$ cat config.mk
export PLATFORM = sky130hd
export DESIGN_NAME = comparator_nbit_seq_flat
export DESIGN_NICKNAME = d
export VERILOG_FILES = /design/src/rtl/comparator_nbit_seq_pkg.sv /design/src/rtl/comparator_nbit_seq_if.sv /design/src/rtl/comparator_nbit_seq_slice_compare.sv /design/src/rtl/comparator_nbit_seq.sv /design/src/flat_wrapper.sv
export SDC_FILE = /design/constraint.sdc
export NUM_CORES = 1
export LEC_CHECK = 0
export ABC_AREA = 1
export CORE_AREA = 2 2 62 64
export DETAILED_ROUTE_END_ITERATION = 7
export DIE_AREA = 0 0 64 66
export PLACE_DENSITY = 0.86
export SLEW_MARGIN = 20
export SYNTH_ARGS = -nofsm -noshare
export SYNTH_HDL_FRONTEND = slang
export SYNTH_SLANG_ARGS = --single-unit
$ cat constraint.sdc
create_clock -name clk -period 3.49 [get_ports clk]
set_input_delay 0.349 -clock clk [delete_from_list [all_inputs] [get_ports clk]]
set_output_delay 0.349 -clock clk [all_outputs]
set_load 0.1 [all_outputs]
$ cat src/rtl/comparator_nbit_seq_pkg.sv
// Shared types and constants for the sequential slice-by-slice magnitude comparator.
// Covers FSM states, one-hot result codes and slice-count derivation.
package comparator_pkg;

  typedef enum logic {
    IDLE    = 1'b0,
    COMPARE = 1'b1
  } state_t;

  // Result order is {smaller, equal, greater}
  localparam logic [2:0] RES_LT   = 3'b100;
  localparam logic [2:0] RES_EQ   = 3'b010;
  localparam logic [2:0] RES_GT   = 3'b001;
  localparam logic [2:0] RES_NONE = 3'b000;

  // Returns the slice count, or 0 when the geometry is illegal.
  function automatic int calc_nslice(input int width, input int slice);
    if (slice < 1 || slice > width || (width % slice) != 0) begin
      return 0;
    end
    return width / slice;
  endfunction

endpackage

$ cat src/rtl/comparator_nbit_seq_if.sv
// Start/busy/done handshake and operand/result bundle of the sequential comparator.
interface comparator_nbit_seq_if #(
  parameter int WIDTH = 16
);

  logic             start;
  logic [WIDTH-1:0] a;
  logic [WIDTH-1:0] b;
  logic             is_signed;
  logic             busy;
  logic             done;
  logic             smaller;
  logic             equal;
  logic             greater;

  modport master (
    output start, a, b, is_signed,
    input  busy, done, smaller, equal, greater
  );

  modport slave (
    input  start, a, b, is_signed,
    output busy, done, smaller, equal, greater
  );

endinterface

$ cat src/rtl/comparator_nbit_seq_slice_compare.sv
// Combinational compare of one slice; msb_invert turns the top slice into a signed compare.
module slice_compare #(
  parameter int SLICE = 4
) (
  input  logic [SLICE-1:0] a_s,
  input  logic [SLICE-1:0] b_s,
  input  logic             msb_invert,
  output logic             lt,
  output logic             eq,
  output logic             gt
);

  logic [SLICE-1:0] inv_mask;
  logic [SLICE-1:0] a_x;
  logic [SLICE-1:0] b_x;

  always_comb begin
    inv_mask            = '0;
    inv_mask[SLICE-1]   = msb_invert;
  end

  // Flipping the sign bit maps two's complement order onto unsigned order
  assign a_x = a_s ^ inv_mask;
  assign b_x = b_s ^ inv_mask;

  assign lt = (a_x <  b_x);
  assign eq = (a_x == b_x);
  assign gt = (a_x >  b_x);

endmodule

$ cat src/rtl/comparator_nbit_seq.sv
// Multi-cycle WIDTH-bit magnitude comparator: walks slices MSB-first, exits at the
// first differing slice, and reports a registered one-hot result with a done pulse.
module comparator_nbit_seq
  import comparator_pkg::*;
#(
  parameter int WIDTH = 16,
  parameter int SLICE = 4
) (
  input logic                 clk,
  input logic                 rst_n,
  comparator_nbit_seq_if.slave bus
);

  localparam int NSLICE = calc_nslice(WIDTH, SLICE);
  localparam int IDXW   = (NSLICE > 1) ? $clog2(NSLICE) : 1;

  generate
    if (NSLICE < 1) begin : g_bad_geometry
      $error("comparator_nbit_seq: WIDTH must be a positive multiple of SLICE");
    end
  endgenerate

  state_t            state_q, state_d;
  logic [WIDTH-1:0]  a_q, a_d;
  logic [WIDTH-1:0]  b_q, b_d;
  logic              signed_q, signed_d;
  logic [IDXW-1:0]   idx_q, idx_d;
  logic [2:0]        res_q, res_d;
  logic              done_q, done_d;

  logic [SLICE-1:0]  a_slices [NSLICE];
  logic [SLICE-1:0]  b_slices [NSLICE];
  logic [SLICE-1:0]  a_sel;
  logic [SLICE-1:0]  b_sel;
  logic              top_slice;
  logic              s_lt, s_eq, s_gt;

  genvar gi;
  generate
    for (gi = 0; gi < NSLICE; gi++) begin : g_slices
      assign a_slices[gi] = a_q[gi*SLICE +: SLICE];
      assign b_slices[gi] = b_q[gi*SLICE +: SLICE];
    end
  endgenerate

  assign a_sel     = a_slices[idx_q];
  assign b_sel     = b_slices[idx_q];
  assign top_slice = (idx_q == IDXW'(NSLICE - 1));

  slice_compare #(
    .SLICE (SLICE)
  ) u_slice_compare (
    .a_s        (a_sel),
    .b_s        (b_sel),
    .msb_invert (signed_q & top_slice),
    .lt         (s_lt),
    .eq         (s_eq),
    .gt         (s_gt)
  );

  always_comb begin
    state_d  = state_q;
    a_d      = a_q;
    b_d      = b_q;
    signed_d = signed_q;
    idx_d    = idx_q;
    res_d    = res_q;
    done_d   = 1'b0;
    unique case (state_q)
      IDLE: begin
        if (bus.start) begin
          state_d  = COMPARE;
          a_d      = bus.a;
          b_d      = bus.b;
          signed_d = bus.is_signed;
          idx_d    = IDXW'(NSLICE - 1);
          res_d    = RES_NONE;
        end
      end
      COMPARE: begin
        if (!s_eq) begin
          res_d   = s_lt ? RES_LT : (s_gt ? RES_GT : RES_NONE);
          done_d  = 1'b1;
          state_d = IDLE;
        end else if (idx_q == '0) begin
          res_d   = RES_EQ;
          done_d  = 1'b1;
          state_d = IDLE;
        end else begin
          idx_d = idx_q - 1'b1;
        end
      end
      default: state_d = IDLE;
    endcase
  end

  always_ff @(posedge clk) begin
    if (!rst_n) begin
      state_q  <= IDLE;
      a_q      <= '0;
      b_q      <= '0;
      signed_q <= 1'b0;
      idx_q    <= '0;
      res_q    <= RES_NONE;
      done_q   <= 1'b0;
    end else begin
      state_q  <= state_d;
      a_q      <= a_d;
      b_q      <= b_d;
      signed_q <= signed_d;
      idx_q    <= idx_d;
      res_q    <= res_d;
      done_q   <= done_d;
    end
  end

  assign bus.busy = (state_q == COMPARE);
  assign bus.done = done_q;
  assign {bus.smaller, bus.equal, bus.greater} = res_q;

endmodule

$ cat src/flat_wrapper.sv
// flat-port wrapper written by rule: the top's interface ports become plain ports
module comparator_nbit_seq_flat import comparator_pkg::*;
#(
  parameter int WIDTH = 16,
  parameter int SLICE = 4
)
  (clk, rst_n, bus_start, bus_a, bus_b, bus_is_signed, bus_busy, bus_done, bus_smaller, bus_equal, bus_greater);
  comparator_nbit_seq_if #(.WIDTH(WIDTH)) bus_i ();
  input logic clk;
  input logic rst_n;
  input wire logic [$bits(bus_i.start)-1:0] bus_start;
  input wire logic [$bits(bus_i.a)-1:0] bus_a;
  input wire logic [$bits(bus_i.b)-1:0] bus_b;
  input wire logic [$bits(bus_i.is_signed)-1:0] bus_is_signed;
  output wire logic [$bits(bus_i.busy)-1:0] bus_busy;
  output wire logic [$bits(bus_i.done)-1:0] bus_done;
  output wire logic [$bits(bus_i.smaller)-1:0] bus_smaller;
  output wire logic [$bits(bus_i.equal)-1:0] bus_equal;
  output wire logic [$bits(bus_i.greater)-1:0] bus_greater;
  assign bus_i.start = bus_start;
  assign bus_i.a = bus_a;
  assign bus_i.b = bus_b;
  assign bus_i.is_signed = bus_is_signed;
  assign bus_busy = bus_i.busy;
  assign bus_done = bus_i.done;
  assign bus_smaller = bus_i.smaller;
  assign bus_equal = bus_i.equal;
  assign bus_greater = bus_i.greater;
  comparator_nbit_seq #(.WIDTH(WIDTH), .SLICE(SLICE)) u_core (.clk(clk), .rst_n(rst_n), .bus(bus_i));
endmodule
==> impl_metrics.ini, run 1 <==
[outcome]
status = finished clean

[pwr]
p_comb_share_pct = 24.9
p_switching_w = 0.0003138
p_leak_nw = 0.9051
vdd.ir_drop.worst_v = 0.0002763
switching_share_pct = 30.97
intPower_w = 0.0006997
clkPwrFrac_pct = 23.5
p_seq_share_pct = 51.6
powerDensity_nw_per_um2 = 454.3

[worst_hold_path]
min-delay-start = rst_n
hold_class = input port to register

[place]
portBuffers = 40
dp_cells = 319
dp_slack_ns = 1.217
gp_congestion = 0.8207
hpwl_um = 2692

[global_route]
grt_overflow = 0
grt_pass1_vias = 1484
grt_pass1_wl_um = 6375
grt_usage_pct = 19.74
antenna_found_initial = 0
grt_max_degree = 41

[sta]
rsz0062_at_grt = no
setup_viol_count_final = 0
finalCriticalPeriod_ns = 2.329
finalClockSkew_ns = 0.003211
worst_pin_slew_ns = 0.9664
fin_ws_ns = 1.161
fmax_ghz = 0.4293
maxSlewViolCount = 0
hold_violations = 0
period_share_pct = 66.74
fin_tns_setup_ns = 0
maxSlewHeadroom_pct = 35.37

[yosys]
syn_nets = 287
synthCells = 245
netlist_area_um2 = 1815
synth_cell_type_count = 27
synth_top_cell_area_share_pct = 44.11
ys_seq_area_share_pct = 44.11
ys_warn_count = 0
synth_top_area_cell = dfxtp_1
synth_area_leaders = dfxtp_1 (44%), nor2_1 (16%), o21ai_0 (8.3%)
synth_area_per_cell_um2 = 7.410
ys_ff_latch = 40

[setup_path]
max_stage_delay_ns = 1.18
worstSetupStartpoint = u_core.bus.busy
worst-path-buf-inv = 1
r2r-start = u_core.idx_q[0]
start_kind = register
critical_path.cell_chain = clkdlybuf4s50_1
critPathKind = register to output pin
crit_slowest_cell = clkdlybuf4s50_1
crit_required_ns = 3.14
end_kind = output pin
cp_max_fo = 6
worstPathArrival_ns = 1.98
cp_top_family = buffers and inverters

[final_layout]
n_antenna_cell = 0
stdcell_count = 327
nets = 320
drive_gt1_share_pct = 5.735
area_growth_pct = 22.88

[clock_network]
numCtsBuffers = 5
cts_hold_buf = 0
clockRootBuffer = clkbuf_4
ctsResizeCount = 0
insertion_delay_ns = 0.35
clock-sinks = 40
cts_setup_buffers = 0
cts_tree = built
clk_pin_slew_worst_paths_ns = 0.10
ctsLongestPathBuffers = 2
htreeDepth = 2

[route]
drc = 0
routed_wl_um = 3790
avgRoutedWirePerCell_um = 11.59
vias = 1654
postRouteAntennaNets = 0
routed_via_density = 5.058
drt_iter0_drc = 106
first_pass_iters = 4

[floorplan]
die_y_um = 66
dieWidth_um = 64
die_area_um2 = 4224
core_um2 = 3551
rows = 22
initial_core_util_pct = 51.13
ioPinCount = 41

[run]
cap_violations = 0
[flip-flops by register name (all words and copies together), names as in the netlist]
name and cells:
u_core.bus.busy 1, u_core.signed_q 1, u_core.idx_q 2, u_core.bus.done 1, u_core.a_q 16, u_core.b_q 16
u_core.res_q 3
[synthesized netlist by cell type]
cell and number:
a21oi_1 8, a21oi_2 1, a32o_1 3, buf_12 1, buf_2 5, buf_4 3, buf_8 1, clkbuf_1 3
clkbuf_2 1, dfxtp_1 40, ha_1 6, inv_1 5, inv_2 2, inv_4 1, nand2_1 29, nand2_2 1
nand2_4 1, nand3_1 11, nor2_1 76, nor2_4 1, o21ai_0 30, o21ai_1 8, o21ai_2 2, o21bai_1 1
o22ai_1 3, xnor2_1 1, xor2_1 1
[cells by family after synthesis]
family,share of synthesized area [%]
AO/OA/AOI/OAI,17.23
flip-flops,44.11
XOR/XNOR,0.9650
buffers and inverters,7.236
adder cells (fa/ha/maj),4.135
AND/OR/NAND/NOR,26.33
[worst reg2reg max path, delay by kind of cell, from the launching register on]
family / cells / cell delay (ns)
buf+inv: 1 / 0.20
xor+xnor: 1 / 0.07
fa+ha+maj: 1 / 0.31
flops: 1 / 0.75
compound gates: 1 / 0.10
simple gates: 8 / 0.84
[cells in the final DEF, fill, tap and decap left out, types with 3 or more instances in the layout]
cell type	netlist	layout
a21oi_1	8	8
a32o_1	3	3
clkbuf_4	0	5
nand3_1	11	11
clkdlybuf4s50_1	0	39
nand2_1	29	29
inv_1	5	5
dfxtp_1	40	40
o21ai_0	30	30
ha_1	6	6
nor2_1	76	76
o21ai_1	8	8
o22ai_1	3	3
[final timing paths]
check	slack, ns	endpoint	cells after the start
worst max-delay path	1.16	bus_busy	1
worst min register to register	0.49	u_core.res_q[2]	2
worst min-delay path	0.47	u_core.a_q[15]	3
worst max register to register	1.19	u_core.idx_q[1]	12
[metrics by stage]
stage | cell area, um2 | total power (W) | hold slack [ns] | util (%)
2_1_floorplan | 1815 | 0.0007147 | 0.4495 | -
3_5_place_dp | 2177 | 0.0007863 | 0.4728 | 61.31
5_1_grt | 2231 | 0.001081 | 0.5013 | 62.83
6_report | 2231 | 0.001014 | 0.4720 | 62.83
3_3_place_gp | 2177 | 0.0007789 | 0.4666 | 61.31
4_1_cts | 2236 | 0.001021 | 0.4892 | 62.97
[routing by layer]
metal	up-vias	global-route usage, %	wire (um)
li1	863	-	-
met1	737	22.63	1683
met2	42	34.24	1814
met3	12	4.259	208
met4	0	10.60	84
met5	-	0	0
[layout make-up]
cell class | instances | area, um2
repair buffers | 40 | 395.4
clock buffers | 8 | 58.81
fillers | 313 | 1320
inverters | 8 | 32.53
multi-input cells | 183 | 883.3
well taps | 48 | 60.06
flip-flops and latches | 40 | 800.8
[power groups by stage]
stage          Clock (W)  Combinational (W)  Sequential [W]
6_report        0.000238           0.000252        0.000523
5_1_grt         0.000269           0.000284        0.000528
4_1_cts         0.000244           0.000254        0.000523
3_5_place_dp           0           0.000253        0.000533
3_3_place_gp           0           0.000246        0.000533
2_1_floorplan          0           0.000165        0.000549
Note: power is estimated with default switching activity, not from simulation.
==> run 2, diff against run 1 <==
Settings changed: CORE_AREA 2 2 62 64 to 2 2 64 66, DIE_AREA 0 0 64 66 to 0 0 66 68, PLACE_DENSITY 0.86 to 0.82.
Clock period 3.49 ns to 2.3 ns, I/O delays scaled along.
==> impl_metrics.ini, run 2 (synthesized netlist as in run 1, its figures left out) <==
[floorplan]
initial_core_util_pct = 47.08
core_um2 = 3856
rows = 23
die_area_um2 = 4488
ioPinCount = 41
die_y_um = 68
dieWidth_um = 66

[sta]
fin_tns_setup_ns = 0
setup_viol_count_final = 0
rsz0062_at_grt = no
worst_pin_slew_ns = 0.5232
maxSlewHeadroom_pct = 65.01
maxSlewViolCount = 0
finalClockSkew_ns = 0.003921
finalCriticalPeriod_ns = 2.011
hold_violations = 0
hold_ws_ns = 0.4864
fmax_ghz = 0.4972
period_share_pct = 87.45

[final_layout]
regArea_um2 = 803.3
final_cell_mix = nor2_1 (76), dfxtp_1 (38), clkdlybuf4s50_1 (35), o21ai_0 (30), nand2_1 (29)
layout_commonest_cell = nor2_1
multiInputGateArea_um2 = 883.3
design_area_um2 = 2308
nets = 326
drive_gt1_share_pct = 10.18
n_antenna_cell = 0
fill_cells = 367
reg_top3 = u_core.a_q: 16 flops, u_core.b_q: 16 flops, u_core.res_q: 3 flops
area_growth_pct = 27.15

[place]
post_dp_cell_area_um2 = 2190
hpwl_um = 2770
gp_congestion = 0.9478
portBuffers = 40

[route]
first_pass_iters = 4
avgRoutedWirePerCell_um = 11.54
routed_wl_um = 3865
drc = 0
vias = 1679
routed_via_density = 5.012
drt_iter0_drc = 64
postRouteAntennaNets = 0

[pwr]
switching_share_pct = 29.52
clkPwrFrac_pct = 28.0
intPower_w = 0.001166
p_leak_nw = 0.9533
vdd.ir_drop.worst_v = 0.0003878
p_comb_share_pct = 24.0
p_seq_share_pct = 48.0
p_switching_w = 0.0004884
powerDensity_nw_per_um2 = 716.5

[worst_hold_path]
hold_class = register to register

[outcome]
status = finished clean

[setup_path]
critPathKind = register to register
cp_max_fo = 9
worstSetupStartpoint = u_core.idx_q[1]
crit_end = u_core.idx_q[1]
r2r-end = u_core.idx_q[1]
r2r_cells = 11
reg2reg_setup_slack_ns = 0.29
end_kind = register
worstPathArrival_ns = 2.23
start_kind = register
r2r-start = u_core.idx_q[1]
crit_required_ns = 2.52

[global_route]
grt_pass1_vias = 1485
grt_usage_pct = 18.77
grt_pass1_wl_um = 6320
grt_max_degree = 34
grt_overflow = 0
antenna_found_initial = 0

[clock_network]
cts_hold_buf = 0
clock-sinks = 40
htreeDepth = 2
ctsLongestPathBuffers = 2
clockRootBuffer = clkbuf_8
clk_pin_slew_worst_paths_ns = 0.07
insertion_delay_ns = 0.29
numCtsBuffers = 5
cts_tree = built

[run]
cap_violations = 0
## run 2: layout make-up
cell class,count,area share (%)
Clock buffer,8,3.902
Inverter,8,1.572
Multi-Input combinational cell,183,38.27
Sequential cell,40,34.80
Tap cell,50,2.710
Timing Repair Buffer,46,18.75
## run 2: per-stage QoR
stage	power [W]	worst slack, ns	instances	util, %
floorplan	0.001084	0.4446	245	-
global placement	0.001185	0.2670	324	56.78
detailed placement	0.001196	0.2253	324	56.78
CTS	0.001658	0.2148	332	59.12
global route	0.001747	0.08247	335	59.86
finish	0.001654	0.2886	335	59.86
## run 2: layer usage
metal / vias up / GRT usage (%) / part of all wire, %
li1: 876 / - / -
met1: 736 / 22.90 / 47
met2: 61 / 30.18 / 45
met3: 6 / 5.921 / 6.1
met4: 0 / 9.184 / 1.7
met5: - / 0 / 0
## run 2: critical path: stages (launching register included)
cell        delay [ns]
dfxtp_2           0.43
clkinvlp_4        0.21
buf_4             0.19
o21ai_0           0.07
o22ai_1           0.09
ha_1              0.30
nand2_1           0.10
nor2_4            0.12
nand3_1           0.14
nand2_1           0.11
nand2_1           0.07
a21oi_2           0.10
## run 2: worst min path at each step
stage | start | end | cells after the start
2_1_floorplan | bus_a[15] | u_core.a_q[15] | 2
3_3_place_gp | u_core.a_q[4] | u_core.a_q[4] | 2
3_5_place_dp | u_core.a_q[10] | u_core.a_q[10] | 2
4_1_cts | u_core.res_q[0] | u_core.res_q[0] | 2
5_1_grt | u_core.b_q[8] | u_core.b_q[8] | 2
6_report | u_core.res_q[1] | u_core.res_q[1] | 2
## run 2: power by group through the flow
stage | logic, W | registers, W | clock network [W]
floorplan | 0.000251 | 0.000834 | 0
global placement | 0.000379 | 0.000805 | 0
detailed placement | 0.000389 | 0.000807 | 0
CTS | 0.000391 | 0.000791 | 0.000476
global route | 0.000446 | 0.000801 | 0.000500
finish | 0.000397 | 0.000794 | 0.000463
## run 2: repair_timing
action / in CTS / in global routing
buffers inserted: 0 / 3
endpoints found under the setup margin: 0 / 3
gates resized for setup: 0 / 3
